## config.mk

```make
export PLATFORM = sky130hd
export DESIGN_NAME = decoder
export DESIGN_NICKNAME = d
export VERILOG_FILES = /design/src/rtl/picomips_pkg.sv /design/src/rtl/decoder.sv
export SDC_FILE = /design/constraint.sdc
export NUM_CORES = 1
export LEC_CHECK = 0
export ABC_AREA = 0
export BUFFER_PORTS_ARGS = -buffer_cell sky130_fd_sc_hd__buf_2
export CORE_AREA = 2 2 39 41
export DETAILED_ROUTE_END_ITERATION = 10
export DIE_AREA = 0 0 41 43
export SLEW_MARGIN = 10
export SYNTH_ARGS = -nofsm -noshare
export SYNTH_HDL_FRONTEND = slang
export SYNTH_SLANG_ARGS = --single-unit
```

## constraint.sdc

```tcl
create_clock -name clk -period 0.8 [get_ports clk]
set_input_delay 0.08 -clock clk [delete_from_list [all_inputs] [get_ports clk]]
set_output_delay 0.08 -clock clk [all_outputs]
set_load 0.005 [all_outputs]
```

## src/rtl/picomips_pkg.sv

```systemverilog
// Shared picoMIPS constants: opcode encodings, ALU function codes and the
// packed control word the decoder registers.
package picomips_pkg;

    localparam int OPW = 6;

    localparam logic [OPW-1:0] OP_ADD  = 6'b000000;
    localparam logic [OPW-1:0] OP_ADDI = 6'b000001;
    localparam logic [OPW-1:0] OP_MULI = 6'b000010;
    localparam logic [OPW-1:0] OP_B    = 6'b000011;

    localparam logic ALU_ADD = 1'b0;
    localparam logic ALU_MUL = 1'b1;

    typedef struct packed {
        logic pcincr;
        logic func;
        logic inp;
        logic imm;
        logic w;
    } ctrl_t;

    // Reset word holds the PC (pcincr=0); NOP word lets the PC advance.
    localparam ctrl_t CTRL_RESET = '{pcincr: 1'b0, func: ALU_ADD, inp: 1'b0, imm: 1'b0, w: 1'b0};
    localparam ctrl_t CTRL_NOP   = '{pcincr: 1'b1, func: ALU_ADD, inp: 1'b0, imm: 1'b0, w: 1'b0};

endpackage

```

## src/rtl/decoder.sv

```systemverilog
// picoMIPS instruction decoder: combinational opcode decode feeding a single
// output register, so every control signal appears one clk after its opcode.
module decoder
    import picomips_pkg::*;
(
    input  logic           clk,
    input  logic           nReset,
    input  logic [OPW-1:0] opcode,
    input  logic           Bflag,
    input  logic           Ben,
    input  logic           INen,
    output logic           PCincr,
    output logic           func,
    output logic           inp,
    output logic           imm,
    output logic           w
);

    ctrl_t ctrl_d;
    ctrl_t ctrl_q;

    // Start from NOP and override per opcode; unknown or X opcodes fall through.
    always_comb begin
        ctrl_d = CTRL_NOP;
        case (opcode)
            OP_ADD: begin
                ctrl_d.w   = 1'b1;
                ctrl_d.inp = INen;
            end
            OP_ADDI: begin
                ctrl_d.w   = 1'b1;
                ctrl_d.imm = 1'b1;
            end
            OP_MULI: begin
                ctrl_d.w    = 1'b1;
                ctrl_d.imm  = 1'b1;
                ctrl_d.func = ALU_MUL;
            end
            OP_B: begin
                ctrl_d.pcincr = ~(Ben | Bflag);
            end
            default: ctrl_d = CTRL_NOP;
        endcase
    end

    always_ff @(posedge clk or negedge nReset) begin
        if (!nReset)
            ctrl_q <= CTRL_RESET;
        else
            ctrl_q <= ctrl_d;
    end

    assign PCincr = ctrl_q.pcincr;
    assign func   = ctrl_q.func;
    assign inp    = ctrl_q.inp;
    assign imm    = ctrl_q.imm;
    assign w      = ctrl_q.w;

endmodule

```

==> out/results.ini, run 1 <==
[outcome]
run_status=finished, violations left
violations_in_the_final_reports=setup timing

[floorplanning]
fp.dieW_um=41
die_y_um=43
initial_core_util_pct=13.29
floorplan.core_area_um2=1384
floorplan.rows=14
num_io_pins=16
floorplan.die_area_um2=1763

[sta]
totalNegativeSetupSlack_ns=-0.3222
final.period_utilization_pct=121.2
tightest_slew_ns=0.1702
report.final.hold_viol_count=0
fmaxAchievable_mhz=1031
slew-limit-headroom_pct=88.61
layout_setup_ws_ns=-0.1696
finalSetupViolCount=4
grt_setup_unrepaired=yes
timing.final.max_slew_violations=0
finalCriticalPeriod_ns=0.9696

[placement]
port-buffer-count=15
pre_cts_ws_ns=-0.4115
finalWeightedCongestion=0.6929

[cells_and_area]
post_route_cells_drive_above_1_share_pct=69.44
layout.cells.most_common=sky130_fd_sc_hd__buf_2
num-fill-cells=151
antenna-diode-count=0
final_net_count=48
layout.cells.most_common_list=14 x sky130_fd_sc_hd__buf_2, 5 x sky130_fd_sc_hd__dfrtp_1, 3 x sky130_fd_sc_hd__clkbuf_4
synthToLayoutAreaGrowth_pct=100.0

[clocking]
cts.htree.levels=1
clkSlewWorstSetupHoldPaths_ns=0.04
ctsLongestPathBuffers=2
cts_made_buffers=3
clock_sink_count=5
root_buffer=sky130_fd_sc_hd__clkbuf_4
cts_tree=yes

[global_routing]
gr-total-overflow=0
all_layer_global_routing_usage_pct=6.841
first_global_vias=177
groute.layer.met2.usage_pct=7.500
grt_start_max_net_pins=6
grt.met1_usage_pct=7.443
globalRouteMet3Util_pct=6.283
first_pass_grt_wire_length_um=690
antenna_found_initial=0
grt-busiest-layer=met2

[critical_path]
cell_chain_critical_path=buf_6 -> or4_4 -> or3_4
critical_path_source_type=primary input
gate_family_responsible_for_the_most_delay_along_the_worst_path=simple AND/OR/NAND/NOR gates
timing.critical_path.to_type=flip-flop
path_max_fanout=3
timing.critical_path.buf_inv=1
timing.critical_path.slowest_cell_delay_ns=0.54
cp_slowest_cell=sky130_fd_sc_hd__or4_4
critical_path_arrival_ns=1.08
worst-endpoint-required_ns=0.91
path_class=primary input to flip-flop

[synthesis]
synthesis.instances=14
yosys_register_bits=5
ys.warnings.count=0
synthSimpleGateAreaFrac_pct=24.49
synth_fp_nets=25
synth_sequential_area_ratio_pct=68.03
post_synth.cell_area_avg_um2=13.14
syn-cell-area_um2=183.9
muxShareOfSynthArea_pct=0
synth-xor-area-share_pct=4.762
yosys.cell_types.count=9
main_combinational_cell_family_by_area_after_synthesis=simple AND/OR/NAND/NOR gates
synth-adder-area-share_pct=0
compound_gate_fraction_of_synth_area_pct=2.721

[pwr]
switching_share_pct=20.24
power_frac_clock_pct=46.0
power.density_nw_per_um2=1656
internal-power_uw=485.7
leakage_uw=0.0001838
power.net_switching_uw=123.3
vdd_drop_max_mv=0.3374
power_frac_seq_pct=42.3
power.total_uw=609.0
combPwrFrac_pct=11.6

[detailed_routing]
detail_route.wirelength_um=448
viasPerCell=3.577
ant_nets=0
post_detailed_route_drc_marker_count=0
vias=186
drt_iter0_markers=0
drt-wirelength-per-cell_um=8.615
drt_pre_antenna_iters=1

[job]
cap_violations=0

[hold_path]
worst_hold_path_type=primary input to flip-flop

-- Yosys cell counts --
cell	number	share of area, %
sky130_fd_sc_hd__dfrtp_1	5	68
sky130_fd_sc_hd__nor2_1	2	4.1
sky130_fd_sc_hd__a21oi_1	1	2.7
sky130_fd_sc_hd__nand2_1	1	2.0
sky130_fd_sc_hd__nor3b_1	1	4.1
sky130_fd_sc_hd__nor4b_1	1	4.8
sky130_fd_sc_hd__or3_1	1	3.4
sky130_fd_sc_hd__or4_4	1	6.1
sky130_fd_sc_hd__xnor2_1	1	4.8
-- final cells by class --
cell class,instances,area [µm²],share of cell area (%)
Multi-Input combinational cell,9,86.33,23.47
Timing Repair Buffer,18,110.1,29.93
Sequential cell,5,125.1,34.01
Clock buffer,4,26.28,7.143
Tap cell,16,20.02,5.442
-- power by group through the flow --
| stage | sequential, µW | combinational (µW) | clock (µW) |
|---|---|---|---|
| after global routing | 258 | 79.2 | 312 |
| final | 258 | 70.8 | 280 |
| after floorplan | 262 | 12.5 | 0 |
| after global placement | 261 | 51.9 | 0 |
| after detailed placement | 261 | 52.9 | 0 |
| after CTS | 258 | 69.1 | 297 |
-- per-layer routing --
layer	wire [µm]	part of all wire (%)
met5	0	0
met4	0	0
met3	75	17
met2	164	37
met1	209	47
-- repair_timing --
action                                  4_1_cts  5_1_grt
setup buffers                                 1        0
hold buffers                                  1        0
endpoints found under the hold margin         5        0
endpoints found under the setup margin        5       10
pin swaps                                     1        0
resized for setup                             5        2
-- path summary, 6_finish.rpt --
| kind | from | to | slack [ns] | cells after the start |
|---|---|---|---|---|
| setup / recovery | opcode[5] | PCincr | -0.17 | 3 |
| min in group asynchronous | nReset | w | 0.18 | 2 |
| max in group asynchronous | nReset | imm | 0.49 | 2 |
| hold / removal | opcode[1] | inp | 0.09 | 2 |
-- cell families (layout without fill, tap and decap cells) --
kind of cell    Yosys count  in the layout
compound gates            1              1
simple gates              7              7
flops                     5              5
xor+xnor                  1              1
buf+inv                   0             22
-- sequential cells by signal, summed over array words and instances, names as in the netlist --
signal and flops:
func 1, imm 1, PCincr 1, w 1
inp 1
-- through the flow --
step	instance area (µm²)	hold slack, ns	utilization, %	std cells
finish	367.9	0.09258	26.58	52
global route	367.9	0.08637	26.58	52
CTS	360.3	0.07732	26.04	52
detailed placement	286.5	-0.1042	20.71	46
global placement	286.5	-0.1060	20.71	46
floorplan	183.9	-0.2156	-	14
Note: power is estimated with default switching activity, not from simulation.
==> run 2, diff against run 1 <==
--- a/config.mk
+++ b/config.mk
@@ -7,9 +7,12 @@
 export LEC_CHECK = 0
 export ABC_AREA = 0
 export BUFFER_PORTS_ARGS = -buffer_cell sky130_fd_sc_hd__buf_2
+export CELL_PAD_IN_SITES_DETAIL_PLACEMENT = 2
+export CELL_PAD_IN_SITES_GLOBAL_PLACEMENT = 2
 export CORE_AREA = 2 2 39 41
 export DETAILED_ROUTE_END_ITERATION = 10
 export DIE_AREA = 0 0 41 43
+export PLACE_DENSITY_LB_ADDON = 0.1
 export SLEW_MARGIN = 10
 export SYNTH_ARGS = -nofsm -noshare
 export SYNTH_HDL_FRONTEND = slang
==> run 2 against run 1 <==
The run still ends with setup timing left. Routed wire length grew 9.8%. Sequential power is essentially flat. Clock power is essentially flat. Global-route usage shrank 0.073 points. Total power shrank 0.21%. Via count grew 4.3%. Final cell count is the same. Non-clock buffer count is the same. Largest power group unchanged.
==> out/results.ini, run 2 (synthesis results as in run 1) <==
[outcome]
run_status=finished, violations left
violations_in_the_final_reports=setup timing

[cells_and_area]
synthToLayoutAreaGrowth_pct=89.80
antenna-diode-count=0  ; unchanged
num-fill-cells=160  ; +6.0%
multiInputGateArea_um2=67.56  ; -22%
final_net_count=48  ; unchanged
post_route_cells_drive_above_1_share_pct=63.89  ; -5.6 points
area.sequential_um2=125.1  ; unchanged
layout.cells.most_common=sky130_fd_sc_hd__buf_2
final_util_pct=25.23  ; -1.4 points
layout.cells.most_common_list=14 x sky130_fd_sc_hd__buf_2, 5 x sky130_fd_sc_hd__dfrtp_1, 3 x sky130_fd_sc_hd__clkbuf_4

[sta]
finalCriticalPeriod_ns=0.9556  ; -0.01400 ns
slew-limit-headroom_pct=82.95  ; -5.7 points
totalNegativeSetupSlack_ns=-0.2772  ; +0.04492 ns
layout_setup_ws_ns=-0.1556  ; +0.01400 ns
fmaxAchievable_mhz=1047  ; +1.5%
grt_setup_unrepaired=yes
timing.final.max_slew_violations=0  ; unchanged
finalSetupViolCount=3  ; -1
final.period_utilization_pct=119.4  ; -1.8 points
tightest_slew_ns=0.2523  ; +0.08206 ns
report.final.hold_viol_count=0  ; unchanged
fin_worst_hold_slack_ns=0.03916  ; -0.05342 ns

[clocking]
ctsLongestPathBuffers=2  ; unchanged
clkSlewWorstSetupHoldPaths_ns=0.04  ; about the same
root_buffer=sky130_fd_sc_hd__clkbuf_4
clock_sink_count=5  ; unchanged
cts_made_buffers=3  ; unchanged
cts_tree=yes
cts.htree.levels=1  ; unchanged
cts.repair_timing.setup_buffer_count=0  ; -1

[global_routing]
grt_start_max_net_pins=6  ; unchanged
antenna_found_initial=0  ; unchanged
first_global_vias=210  ; +19%
gr-total-overflow=0  ; unchanged
all_layer_global_routing_usage_pct=6.768  ; -0.073 points
first_pass_grt_wire_length_um=731  ; +5.9%

[critical_path]
critical_path_arrival_ns=1.06  ; -0.02 ns
path_max_fanout=3  ; unchanged
worst-endpoint-required_ns=0.91  ; about the same
cell_chain_critical_path=buf_6 -> or4_4 -> or3_1
timing.critical_path.buf_inv=1  ; unchanged
cp_slowest_cell=sky130_fd_sc_hd__or4_4
path_class=primary input to flip-flop
timing.critical_path.slowest_cell_delay_ns=0.54  ; about the same
timing.critical_path.to_type=flip-flop
critical_path_source_type=primary input
gate_family_responsible_for_the_most_delay_along_the_worst_path=simple AND/OR/NAND/NOR gates

[pwr]
internal-power_uw=485.3  ; about the same
switching_share_pct=20.14  ; -0.10 points
combPwrFrac_pct=10.9  ; -0.7 points
power.total_uw=607.7  ; -0.21%
power.density_nw_per_um2=1741  ; +5.2%
power_frac_clock_pct=46.6  ; +0.6 points
power.net_switching_uw=122.4  ; -0.73%
leakage_uw=0.0001754  ; -4.6%
power_frac_seq_pct=42.4  ; about the same
vdd_drop_max_mv=0.3410  ; +1.1%

[detailed_routing]
drt_iter0_markers=0  ; unchanged
drt_pre_antenna_iters=1  ; unchanged
post_detailed_route_drc_marker_count=0  ; unchanged
viasPerCell=3.731  ; +4.3%
detail_route.wirelength_um=492  ; +9.8%
vias=194  ; +4.3%
drt-wirelength-per-cell_um=9.462  ; +9.8%
ant_nets=0  ; unchanged

[hold_path]
worst_hold_path_type=primary input to flip-flop

[floorplanning]
floorplan.core_area_um2=1384  ; unchanged
fp.dieW_um=41  ; unchanged
die_y_um=43  ; unchanged
floorplan.rows=14  ; unchanged
floorplan.die_area_um2=1763  ; unchanged
num_io_pins=16  ; unchanged
initial_core_util_pct=13.29  ; unchanged

[job]
cap_violations=0  ; unchanged

[placement]
port-buffer-count=15  ; unchanged
finalWeightedCongestion=0.6441  ; -7.0%

## run 2: cell counts in the layout (fill, tap and decap cells not counted)
Identical to the previous run, type by type.
## run 2: area by class of cell
| cell class | instances | area share, % |
|---|---|---|
| Sequential cell | 5 | 35.84 |
| Timing Repair Buffer | 18 | 31.54 |
| Multi-Input combinational cell | 9 | 19.35 |
| Clock buffer | 4 | 7.527 |
| Tap cell | 16 | 5.735 |
## run 2: power groups by stage
stage | sequential (µW) | clock (µW) | combinational, µW
floorplan | 262 | 0 | 12.5
global placement | 261 | 0 | 56.5
detailed placement | 262 | 0 | 57.7
CTS | 258 | 297 | 66.7
global route | 258 | 312 | 75.1
finish | 258 | 283 | 66.4
## run 2: stage by stage
stage	instances	cell area (µm²)	worst slack [ns]
final	52	349.1	-0.1556
after detailed placement	47	294.0	-0.4097
after floorplan	14	183.9	-0.2897
after CTS	52	345.3	-0.1567
after global placement	47	294.0	-0.3850
after global routing	52	349.1	-0.1788
## run 2: per-layer routing
metal  wire length (µm)  GRT usage (%)
met1                152          5.246
met2                276          10.31
met3                 64          1.571
met4                  0          10.00
met5                  0              0
## run 2: what timing repair did
item / CTS / global route
hold buffers: 1 / 0
setup endpoints to repair: 9 / 9
pin swaps: 1 / 1
endpoints found under the hold margin: 5 / 0
gates resized for setup: 3 / 1
cloned: 0 / 0
## run 2: worst paths after layout
kind                       startpoint     end  slack [ns]  cells after the start
min                         opcode[0]     inp        0.04                      2
min in group asynchronous      nReset       w        0.18                      2
max in group asynchronous      nReset     inp        0.49                      2
max                         opcode[5]  PCincr       -0.16                      3
==> run 3, diff against run 2 <==
--- a/config.mk
+++ b/config.mk
@@ -13,6 +13,7 @@
 export DETAILED_ROUTE_END_ITERATION = 10
 export DIE_AREA = 0 0 41 43
 export PLACE_DENSITY_LB_ADDON = 0.1
+export REMOVE_ABC_BUFFERS = 1
 export SLEW_MARGIN = 10
 export SYNTH_ARGS = -nofsm -noshare
 export SYNTH_HDL_FRONTEND = slang
==> run 3 against run 2 <==
The run still ends with setup timing left. Maximum frequency increased by 0.39%. Combinational power decreased by 9.0%. Routed wire length increased by 0.20%. Critical path depth unchanged. Final cell count decreased by 1.9%. Worst hold slack improved by 0.040 ns. Clock power increased by 2%. First-iteration DRC count increased by 1. Largest cell class unchanged.
==> out/results.ini, run 3 (synthesis results as in run 1) <==
[clocking]
root_buffer=sky130_fd_sc_hd__clkbuf_4
clkSlewWorstSetupHoldPaths_ns=0.04  ; about the same
cts_tree=yes
cts.repair_timing.setup_buffer_count=0  ; unchanged
cts_made_buffers=3  ; unchanged
ctsLongestPathBuffers=2  ; unchanged
cts.htree.levels=1  ; unchanged
clock_sink_count=5  ; unchanged

[placement]
placed_cells_incl_taps=46  ; -2.1%
pre_cts_ws_ns=-0.4355  ; -0.02579 ns
finalWeightedCongestion=0.5971  ; -7.3%
port-buffer-count=15  ; unchanged

[floorplanning]
num_io_pins=16  ; unchanged
floorplan.rows=14  ; unchanged
floorplan.core_area_um2=1384  ; unchanged
floorplan.die_area_um2=1763  ; unchanged
die_y_um=43  ; unchanged
initial_core_util_pct=13.29  ; unchanged
fp.dieW_um=41  ; unchanged

[job]
cap_violations=0  ; unchanged

[sta]
report.final.hold_viol_count=0  ; unchanged
timing.final.max_slew_violations=0  ; unchanged
slew-limit-headroom_pct=81.86  ; -1.1 points
tightest_slew_ns=0.2683  ; +0.01607 ns
finalCriticalPeriod_ns=0.9518  ; -0.003755 ns
final.period_utilization_pct=119.0  ; -0.47 points
grt_setup_unrepaired=yes
finalSetupViolCount=3  ; unchanged
layout_setup_ws_ns=-0.1518  ; +0.003755 ns
fin_worst_hold_slack_ns=0.07926  ; +0.04010 ns
fmaxAchievable_mhz=1051  ; +0.39%

[pwr]
power.density_nw_per_um2=1817  ; +4.4%
vdd_drop_max_mv=0.3324  ; -2.5%
power_frac_clock_pct=47.6  ; +1.0 points
power_frac_seq_pct=42.5  ; about the same
internal-power_uw=481.4  ; -0.82%
combPwrFrac_pct=9.9  ; -1.0 points
leakage_uw=0.0001692  ; -3.5%
power.net_switching_uw=125.8  ; +2.8%
power.total_uw=607.2  ; about the same
switching_share_pct=20.72  ; +0.58 points

[cells_and_area]
post_route_cells_drive_above_1_share_pct=60.00  ; -3.9 points
layout.cells.non_filler=51  ; -1.9%
layout.cells.most_common=sky130_fd_sc_hd__buf_2
layout.cells.most_common_list=14 x sky130_fd_sc_hd__buf_2, 5 x sky130_fd_sc_hd__dfrtp_1, 3 x sky130_fd_sc_hd__clkbuf_4
synthToLayoutAreaGrowth_pct=81.63
antenna-diode-count=0  ; unchanged
final_net_count=47  ; -2.1%

[global_routing]
all_layer_global_routing_usage_pct=7.064  ; +0.30 points
grt_start_max_net_pins=6  ; unchanged
first_global_vias=181  ; -14%
first_pass_grt_wire_length_um=696  ; -4.8%
gr-total-overflow=0  ; unchanged
antenna_found_initial=0  ; unchanged

[critical_path]
worst-endpoint-required_ns=0.91  ; about the same
timing.critical_path.slowest_cell_delay_ns=0.53  ; about the same
critPathCapture=PCincr
path_max_fanout=3  ; unchanged
crit_start=opcode[2]
timing.critical_path.to_type=flip-flop
cp_slowest_cell=sky130_fd_sc_hd__or4_4
path_class=primary input to flip-flop
cell_chain_critical_path=buf_6 -> or4_4 -> or3_1
critical_path_source_type=primary input
critical_path_arrival_ns=1.06  ; about the same

[detailed_routing]
drt_iter0_markers=1  ; +1
drt-wirelength-per-cell_um=9.667  ; +2.2%
post_detailed_route_drc_marker_count=0  ; unchanged
drt_pre_antenna_iters=2  ; +1
detail_route.wirelength_um=493  ; +0.20%
vias=191  ; -1.5%
viasPerCell=3.745  ; +0.38%
ant_nets=0  ; unchanged

[outcome]
violations_in_the_final_reports=setup timing
run_status=finished, violations left

[hold_path]
worst_hold_path_type=primary input to flip-flop

## run 3: cell types whose count changed in the layout (fill, tap and decap cells not counted), sizes merged
cell  before  now
buf       17   16
## run 3: area by class of cell
class	count	area, µm²
Tap cell	16	20.02
Sequential cell	5	125.1
Fill cell	170	1050
Clock buffer	4	26.28
Multi-Input combinational cell	9	63.81
Timing Repair Buffer	17	98.84
## run 3: stage by stage
stage,utilization [%],TNS [ns],cell area (µm²)
3_3_place_gp,20.71,-1.612,286.5
3_5_place_dp,20.71,-1.615,286.5
4_1_cts,24.14,-0.3079,334.1
6_report,24.14,-0.2762,334.1
2_1_floorplan,-,-0.5726,183.9
5_1_grt,24.14,-0.5681,334.1
## run 3: power by group through the flow
stage | clock, µW | sequential (µW) | combinational [µW]
5_1_grt | 323 | 258 | 68.3
3_5_place_dp | 0 | 262 | 54.2
4_1_cts | 307 | 258 | 62.3
2_1_floorplan | 0 | 262 | 12.5
3_3_place_gp | 0 | 261 | 52.7
6_report | 289 | 258 | 60.4
## run 3: worst min-delay path by stage
stage	endpoint	slack, ns	startpoint	cells past startpoint
floorplan	PCincr	-0.22	nReset	0
detailed placement	func	-0.10	nReset	1
global placement	w	-0.11	nReset	1
CTS	w	0.07	opcode[1]	2
finish	func	0.08	opcode[0]	2
global route	inp	0.08	opcode[1]	2
## run 3: worst max-delay path: cells and delay by family
kind / cells / cell delay (ns)
buf+inv: 1 / 0.09
simple gates: 2 / 0.89
## run 3: repair_timing
action / in CTS / in global routing
hold buffers: 1 / 0
setup endpoints to repair: 7 / 9
pin swaps: 2 / 0
endpoints found under the hold margin: 5 / 0
gates resized for setup: 2 / 0
## run 3: layer usage
| metal | track usage (%) | part of all wire, % | vias up |
|---|---|---|---|
| met5 | 0 | 0 | - |
| met4 | 14.00 | 0 | 0 |
| met3 | 1.571 | 11 | 0 |
| met2 | 7.500 | 52 | 14 |
| met1 | 7.190 | 36 | 87 |
| li1 | - | - | 90 |
